--- config.mk ---
export PLATFORM = sky130hd
export DESIGN_NAME = afe_attn_spi
export DESIGN_NICKNAME = d
export VERILOG_FILES = /design/src/rtl/afe_attn_spi.sv
export SDC_FILE = /design/constraint.sdc
export NUM_CORES = 1
export LEC_CHECK = 0
export BUFFER_PORTS_ARGS = -buffer_cell sky130_fd_sc_hd__buf_2
export CORE_MARGIN = 5
export CORE_UTILIZATION = 36
export DETAILED_ROUTE_END_ITERATION = 8
export SYNTH_ARGS = -nofsm -noshare
export SYNTH_HDL_FRONTEND = slang
export SYNTH_SLANG_ARGS = --single-unit
--- constraint.sdc ---
create_clock -name sysClk -period 2.37 [get_ports sysClk]
set_input_delay 0.1185 -clock sysClk [delete_from_list [all_inputs] [get_ports sysClk]]
set_output_delay 0.1185 -clock sysClk [all_outputs]
set_load 0.005 [all_outputs]
--- src/rtl/afe_attn_spi.sv ---
// rtl/afe_attn_spi.sv - CSR-driven serial writer for the AFE step attenuators
// One accepted CSR write shifts a word MSB first into one board, then pulses its latch enable.
module afe_attn_spi #(
   parameter int AFE_COUNT = 2,
   parameter int BITCOUNT  = 8,
   parameter int CLK_DIV   = 5
) (
   input  logic                 sysClk,
   input  logic                 sysReset,
   input  logic                 csrStrobe,
   input  logic [31:0]          GPIO_OUT,
   output logic [31:0]          status,
   output logic [AFE_COUNT-1:0] spiClk,
   output logic [AFE_COUNT-1:0] spiSDI,
   output logic [AFE_COUNT-1:0] spiLE
);

   localparam int TW = $clog2(CLK_DIV + 1);
   localparam int CW = $clog2(BITCOUNT);
   localparam logic [TW-1:0] TIMER_RELOAD = TW'(CLK_DIV - 1);
   localparam logic [8:0]    AFE_LIMIT    = 9'(AFE_COUNT);

   typedef enum logic [2:0] {
      IDLE, SHIFT_LO, SHIFT_HI, LE_SETUP, LE_PULSE, HOLDOFF
   } state_t;

   state_t                 state_q, state_d;
   logic [TW-1:0]          timer_q, timer_d;
   logic [CW-1:0]          bitcnt_q, bitcnt_d;
   logic [BITCOUNT-1:0]    shreg_q, shreg_d;
   logic [BITCOUNT-1:0]    word_q, word_d;
   logic [7:0]             sel_q, sel_d;
   logic                   overrun_q, overrun_d;
   logic                   badsel_q, badsel_d;
   logic [AFE_COUNT-1:0]   clk_q, clk_d;
   logic [AFE_COUNT-1:0]   sdi_q, sdi_d;
   logic [AFE_COUNT-1:0]   le_q, le_d;
   logic                   sel_ok;
   logic                   timer_done;
   logic                   gpio_unused;

   assign gpio_unused = ^GPIO_OUT;

   always_comb begin
      state_d    = state_q;
      timer_d    = timer_q;
      bitcnt_d   = bitcnt_q;
      shreg_d    = shreg_q;
      word_d     = word_q;
      sel_d      = sel_q;
      overrun_d  = overrun_q;
      badsel_d   = badsel_q;
      clk_d      = '0;
      sdi_d      = '0;
      le_d       = '0;
      sel_ok     = ({1'b0, GPIO_OUT[23:16]} < AFE_LIMIT);
      timer_done = (timer_q == '0);

      if (state_q != IDLE) begin
         timer_d = timer_q - TW'(1);
         if (csrStrobe) overrun_d = 1'b1;
      end

      case (state_q)
         IDLE: begin
            if (csrStrobe) begin
               if (sel_ok) begin
                  state_d   = SHIFT_LO;
                  timer_d   = TIMER_RELOAD;
                  shreg_d   = GPIO_OUT[BITCOUNT-1:0];
                  bitcnt_d  = CW'(BITCOUNT - 1);
                  word_d    = GPIO_OUT[BITCOUNT-1:0];
                  sel_d     = GPIO_OUT[23:16];
                  overrun_d = 1'b0;
                  badsel_d  = 1'b0;
               end else begin
                  badsel_d  = 1'b1;
               end
            end
         end
         SHIFT_LO: if (timer_done) begin
            state_d = SHIFT_HI;
            timer_d = TIMER_RELOAD;
         end
         SHIFT_HI: if (timer_done) begin
            timer_d = TIMER_RELOAD;
            if (bitcnt_q == '0) begin
               state_d = LE_SETUP;
            end else begin
               // Shifting on the HI->LO transition keeps SDI changing only on SCLK falls.
               state_d  = SHIFT_LO;
               shreg_d  = shreg_q << 1;
               bitcnt_d = bitcnt_q - CW'(1);
            end
         end
         LE_SETUP: if (timer_done) begin
            state_d = LE_PULSE;
            timer_d = TIMER_RELOAD;
         end
         LE_PULSE: if (timer_done) begin
            state_d = HOLDOFF;
            timer_d = TIMER_RELOAD;
         end
         HOLDOFF: if (timer_done) begin
            state_d = IDLE;
         end
         default: state_d = IDLE;
      endcase

      // Pins are registered from the next state so they line up with the state itself.
      for (int i = 0; i < AFE_COUNT; i++) begin
         if (sel_d == 8'(i)) begin
            case (state_d)
               SHIFT_LO: sdi_d[i] = shreg_d[BITCOUNT-1];
               SHIFT_HI: begin
                  clk_d[i] = 1'b1;
                  sdi_d[i] = shreg_d[BITCOUNT-1];
               end
               LE_PULSE: le_d[i] = 1'b1;
               default: ;
            endcase
         end
      end
   end

   always_ff @(posedge sysClk) begin
      if (sysReset) begin
         state_q   <= IDLE;
         timer_q   <= '0;
         bitcnt_q  <= '0;
         shreg_q   <= '0;
         word_q    <= '0;
         sel_q     <= '0;
         overrun_q <= 1'b0;
         badsel_q  <= 1'b0;
         clk_q     <= '0;
         sdi_q     <= '0;
         le_q      <= '0;
      end else begin
         state_q   <= state_d;
         timer_q   <= timer_d;
         bitcnt_q  <= bitcnt_d;
         shreg_q   <= shreg_d;
         word_q    <= word_d;
         sel_q     <= sel_d;
         overrun_q <= overrun_d;
         badsel_q  <= badsel_d;
         clk_q     <= clk_d;
         sdi_q     <= sdi_d;
         le_q      <= le_d;
      end
   end

   always_comb begin
      status                 = '0;
      status[31]             = (state_q != IDLE);
      status[30]             = overrun_q;
      status[29]             = badsel_q;
      status[23:16]          = sel_q;
      status[BITCOUNT-1:0]   = word_q;
   end

   assign spiClk = clk_q;
   assign spiSDI = sdi_q;
   assign spiLE  = le_q;

endmodule

== After elaboration in Yosys (flattened, before gate mapping) ==
Index checks and enable logic that the tools add are counted.
W data, S select, Z words.

* Word-level logic and storage cells: 82
* Bits in writable memories: 0
* Input bits: 35
* ROM bits: 0
* Latch bits: 0
* Flip-flop bits (word level): 41
* Memories kept: 0

* Div/mod/pow operators: 0
* Multiply operators: 0
* Reduce and logical (&&, ||, !) cells: 13
* $lt $le $gt $ge: 1
* Add/subtract/negate cells: 2
* Shifts and indexed selects: 0
* Bitwise gates (word level): 2
* Equality and inequality tests: 13
* Muxes and demuxes: 36

{| class="wikitable"
|+ Operator list
! kind !! count
|-
| $mux W8 || 7
|-
| $mux W3 || 15
|-
| $pmux W3 S6 || 1
|-
| $pmux W8 S2 || 1
|-
| $pmux W3 S2 || 2
|-
| $eq A3 B2 Y1 const B || 3
|-
| $eq A3 B3 Y1 const B || 3
|-
| $logic_not A3 Y1 || 3
|-
| $mux W1 || 9
|-
| $eq A8 B1 Y1 const B || 1
|-
| $logic_not A8 Y1 || 1
|-
| $lt A8 B2 Y1 const B || 1
|-
| $ne A2 B2 Y1 const B || 4
|-
| $eq A3 B1 Y1 const B || 2
|-
| $reduce_or A2 Y1 || 3
|-
| $sub A3 B1 Y3 const B || 2
|-
| $reduce_and A5 Y1 || 1
|-
| $reduce_or A4 Y1 || 1
|-
| $reduce_and A3 Y1 || 1
|-
| $reduce_bool A3 Y1 || 1
|-
| $mux W2 || 1
|-
| $not A1 Y1 || 2
|-
| $reduce_and A2 Y1 || 1
|-
| $reduce_bool A2 Y1 || 1
|}

== Depth between registers and ports, before layout ==
* Depth in word-level cells: 7
* Mapped depth: 8
* Gate-level depth less buffers: 6

== Worst setup path after synthesis ==
OpenSTA, ideal clock, no wires.

* Path kind: reg-to-reg
* Start: register timer_q[0]
* End: register sdi_q[1], in the netlist spiSDI[1]
* Path slack: 740 ps
* Data required time: 2278 ps
* Data arrival time: 1538 ps
* Stages on the path, launching flop included: 8
* Path buffers: 1
* Period minus slack after synthesis: 1630 ps
* Setup time: 92 ps
* Cells stage by stage: dfxtp_1 inv_1 ha_1 nor2b_1 clkbuf_1 a31o_2 o211a_1 nor4_1

* Cells in the longest elaborated chain, start to end: 6

{| class="wikitable"
|+ RTL lines
! item !! line !! source
|-
| start: declaration || 28 || <nowiki>logic [TW-1:0] timer_q, timer_d;</nowiki>
|-
| start signal: assignment || 141 || <nowiki>timer_q <= timer_d;</nowiki>
|-
| $logic_not A3 Y1 * || 57 || <nowiki>timer_done = (timer_q == '0);</nowiki>
|-
| $mux W3, on equally long branches || -- ||
|-
| $pmux W3 S6 || 64 || <nowiki>case (state_q)</nowiki>
|-
| $eq A3 B2 Y1 / $eq A3 B1 Y1 (equally long branches) || 113 || <nowiki>case (state_d)</nowiki>
|-
| $reduce_or A2 Y1 (no line) || -- ||
|-
| $mux W1 * || -- ||
|-
| end signal: assignment || 149 || <nowiki>sdi_q <= sdi_d;</nowiki>
|-
| end: declaration || 36 || <nowiki>logic [AFE_COUNT-1:0] sdi_q, sdi_d;</nowiki>
|}

Every way passes the cells marked *; elsewhere a longest branch is shown, timed or not. The select of a mux whose other input is x is not followed.
A chain may end at the register's enable or synchronous reset.

== Worst setup path after layout ==
* Start: register state_q[0]
* End: register sel_q[4]

* Cells in the longest elaborated chain, start to end: 2

{| class="wikitable"
|+ RTL lines
! item !! line !! source
|-
| start: declaration || 27 || <nowiki>state_t state_q, state_d;</nowiki>
|-
| start signal: assignment || 140 || <nowiki>state_q <= state_d;</nowiki>
|-
| $logic_not A3 Y1 || 64 ||
|-
| $mux W8 || 64 ||
|-
| end signal: assignment || 145 || <nowiki>sel_q <= sel_d;</nowiki>
|-
| end: declaration || 32 || <nowiki>logic [7:0] sel_q, sel_d;</nowiki>
|}

No other way between the ends.

==> results.json <==
{
  "post_synthesis_share_of_cell_area_spent_on_full_adders_half_adders_and_majority_gates": 0.03276,
  "areaGrowthSynthToFinish_pct": 17.88,
  "synth_cell_types": 45,
  "max_freq_mhz": 524.8,
  "maxCapViolCount": 0,
  "die-area_sq_mm": 0.006619,
  "dpl.hpwl_mm": 2.826,
  "worst_hold_path_type": "primary input to flop",
  "grt_start_max_net_pins": 34,
  "cp_data_required_time_ns": 2.56,
  "finish.net_count": 288,
  "place.gp.congestion": 0.7365,
  "endpoint_kind": "flop",
  "clkSlewWorstSetupHoldPaths_ns": 0.08,
  "worstSkewPairLatency_ns": 0.29,
  "postCtsSetupBuffers": 0,
  "synth-compound-area-share": 0.1290,
  "crit_path_start_kind": "flop",
  "crit_fanout": 10,
  "min_from": "csrStrobe",
  "numClockSinks": 41,
  "static-leakage-power_nw": 0.9249,
  "end_of_the_worst_register_to_register_path": "sel_q[4]$_SDFF_PP0_",
  "syn_area_sq_mm": 0.001833,
  "layout_cell_share_with_drive_strength_beyond_1": 0.2600,
  "crit_type": "flop to flop",
  "hold_path_depth": 3,
  "start_util": 0.3659,
  "num_antenna_cells": 0,
  "first_pass_iters": 4,
  "grt_antenna_before_repair": 0,
  "reg2regPathDepth": 5,
  "first_global_vias": 1401,
  "cts-resized-gates": 0,
  "final.setup.worst_slack_ns": 0.4645,
  "dieHeight_um": 81.36,
  "synth_top_family_by_area": "simple AND/OR/NAND/NOR gates",
  "clock_path_buffers": 2,
  "synth_simple_gate_area_share": 0.2621,
  "skew_ns": 0.005089,
  "final-hold-violation-count": 0,
  "status": "finished clean",
  "route.vias.total": 1507,
  "synth.ff_latch_count": 41,
  "worstPathArrival_ns": 2.09,
  "drcViolationCount": 0,
  "setup_total_negative_slack_ns": 0,
  "power_per_unit_of_standard_cell_area_mw_per_mm2": 683.6,
  "vias_per_cell": 4.709,
  "routed_wire_length_per_instance_um": 12.08,
  "yosys_warnings": 0,
  "worst-slew-pin-transition_ns": 0.6273,
  "finalCritPeriodShare": 0.8040,
  "globalRouteOverflowTotal": 0,
  "most_common_cell_after_layout_fill_and_taps_aside": "buf_2",
  "setup_violations": 0,
  "num_rows": 26,
  "cts_made_buffers": 5,
  "yosys.area_share.xor_xnor": 0.009556,
  "synth_area_per_cell_sq_um": 8.770,
  "die_extent_in_x_um": 81.36,
  "reg2reg_from": "state_q[0]$_SDFF_PP0_",
  "synthArstFlopShare": 0,
  "rsz0062_at_grt": "false",
  "grt_usage": 0.1224,
  "peakVddDrop_mv": 0.3288,
  "io_buffer_count": 43,
  "cts_tree": "done",
  "post_synthesis_cells": 209,
  "mux_cell_area_share_after_synthesis": 0.01160,
  "worst-r2r-setup-slack_ns": 0.46,
  "io_pins": 73,
  "synth-edff-count": 0,
  "postSynth.topFlopCell": "dfxtp_1",
  "antenna_violating_nets_post_route": 0,
  "grt_pass1_wl_mm": 6.251,
  "drtIter0Drc": 113,
  "mostFrequentLayoutCells": "buf_2 (43), dfxtp_1 (41), nand2_1 (26)",
  "floorplan.core_area_sq_mm": 0.005010,
  "finalMaxSlewViolations": 0,
  "worstHoldEndpoint": "overrun_q$_SDFF_PP0_",
  "clock_tree.root_cell": "clkbuf_8",
  "post-route-util": 0.4313,
  "cts_hold_buffers": 0,
  "htree_num_levels": 2,
  "timing.final.crit_period_ns": 1.906,
  "max-slew-margin-rel": 0.5818,
  "synth_seq_area_share": 0.4478,
  "detail_route.wirelength_mm": 3.864,
  "detailedPlace.worstSlack_ns": 0.4731
}
report_power, final:
group,internal (mW),switching [mW]
registers,0.706,0.0182
clock network,0.343,0.232
logic,0.0748,0.103
sequential cells by signal, summed over array words and instances (netlist names):
register,count
sel_q,8
shreg_q,8
word_q,8
bitcnt_q,3
state_q,3
timer_q,3
spiClk,2
spiLE,2
spiSDI,2
badsel_q,1
overrun_q,1
metrics by stage:
| step | instance area (sq um) | power [mW] | std cells | hold WS, ns |
|---|---|---|---|---|
| floorplan | 1878 | 0.8780 | 221 | 0.2016 |
| global placement | 2044 | 0.9126 | 312 | 0.3823 |
| detailed placement | 2044 | 0.9175 | 312 | 0.3892 |
| CTS | 2161 | 1.496 | 320 | 0.07561 |
| global route | 2161 | 1.559 | 320 | 0.08827 |
| finish | 2161 | 1.477 | 320 | 0.08531 |
how the worst max path moves through the flow:
| stage | from | to | slack (ns) | cells past startpoint |
|---|---|---|---|---|
| floorplan | timer_q[0]$_SDFF_PP0_ | spiSDI[1]$_SDFF_PP0_ | 0.74 | 7 |
| global placement | state_q[0]$_SDFF_PP0_ | sel_q[5]$_SDFF_PP0_ | 0.48 | 5 |
| detailed placement | state_q[0]$_SDFF_PP0_ | sel_q[4]$_SDFF_PP0_ | 0.47 | 5 |
| CTS | state_q[0]$_SDFF_PP0_ | sel_q[4]$_SDFF_PP0_ | 0.45 | 5 |
| global route | state_q[0]$_SDFF_PP0_ | sel_q[4]$_SDFF_PP0_ | 0.39 | 5 |
| finish | state_q[0]$_SDFF_PP0_ | sel_q[4]$_SDFF_PP0_ | 0.46 | 5 |
layer usage:
layer / global-route usage / vias to the layer above / wire [um]
met1: 0.1567 / 677 / 1776
li1: - / 778 / -
met4: 0.05574 / 0 / 76
met2: 0.1889 / 44 / 1744
met5: 0 / - / 0
met3: 0.03548 / 8 / 267
worst max-delay path: stages, from the launching register on:
cell and delay [ns]:
dfxtp_1 0.42, or3_1 0.51, and4b_1 0.37, buf_4 0.21
nor2_2 0.09, and2_1 0.21
final cells by class:
| cell class | instances | area (sq um) |
|---|---|---|
| Sequential cell | 41 | 820.8 |
| Clock inverter | 1 | 30.03 |
| Timing Repair Buffer | 48 | 252.7 |
| Tap cell | 70 | 87.58 |
| Clock buffer | 7 | 86.33 |
| Fill cell | 540 | 2849 |
| Inverter | 5 | 18.77 |
| Multi-Input combinational cell | 148 | 864.6 |
cell usage after synthesis, types with 4 or more instances:
cell	count	area [sq um]
a21oi_1	16	80.08
buf_4	15	112.6
nor4_1	4	25.02
dfxtp_1	41	820.8
nor2_1	9	33.78
o21ai_0	4	20.02
ha_1	4	50.05
and2_1	8	50.05
nand2_1	26	97.59
nand3_1	11	55.05
nor3_1	7	35.03
inv_1	5	18.77
clkbuf_1	8	30.03
a31oi_1	7	43.79
cell families (layout without fill, tap and decap cells):
| kind of cell | count (synthesis) | count (layout) |
|---|---|---|
| simple gates | 88 | 88 |
| mux | 2 | 2 |
| buf+inv | 32 | 61 |
| fa+ha+maj | 5 | 5 |
| xor+xnor | 2 | 2 |
| other cells | 1 | 13 |
| compound gates | 38 | 38 |
| flops | 41 | 41 |
No activity file was read; power rests on OpenSTA's default activity.
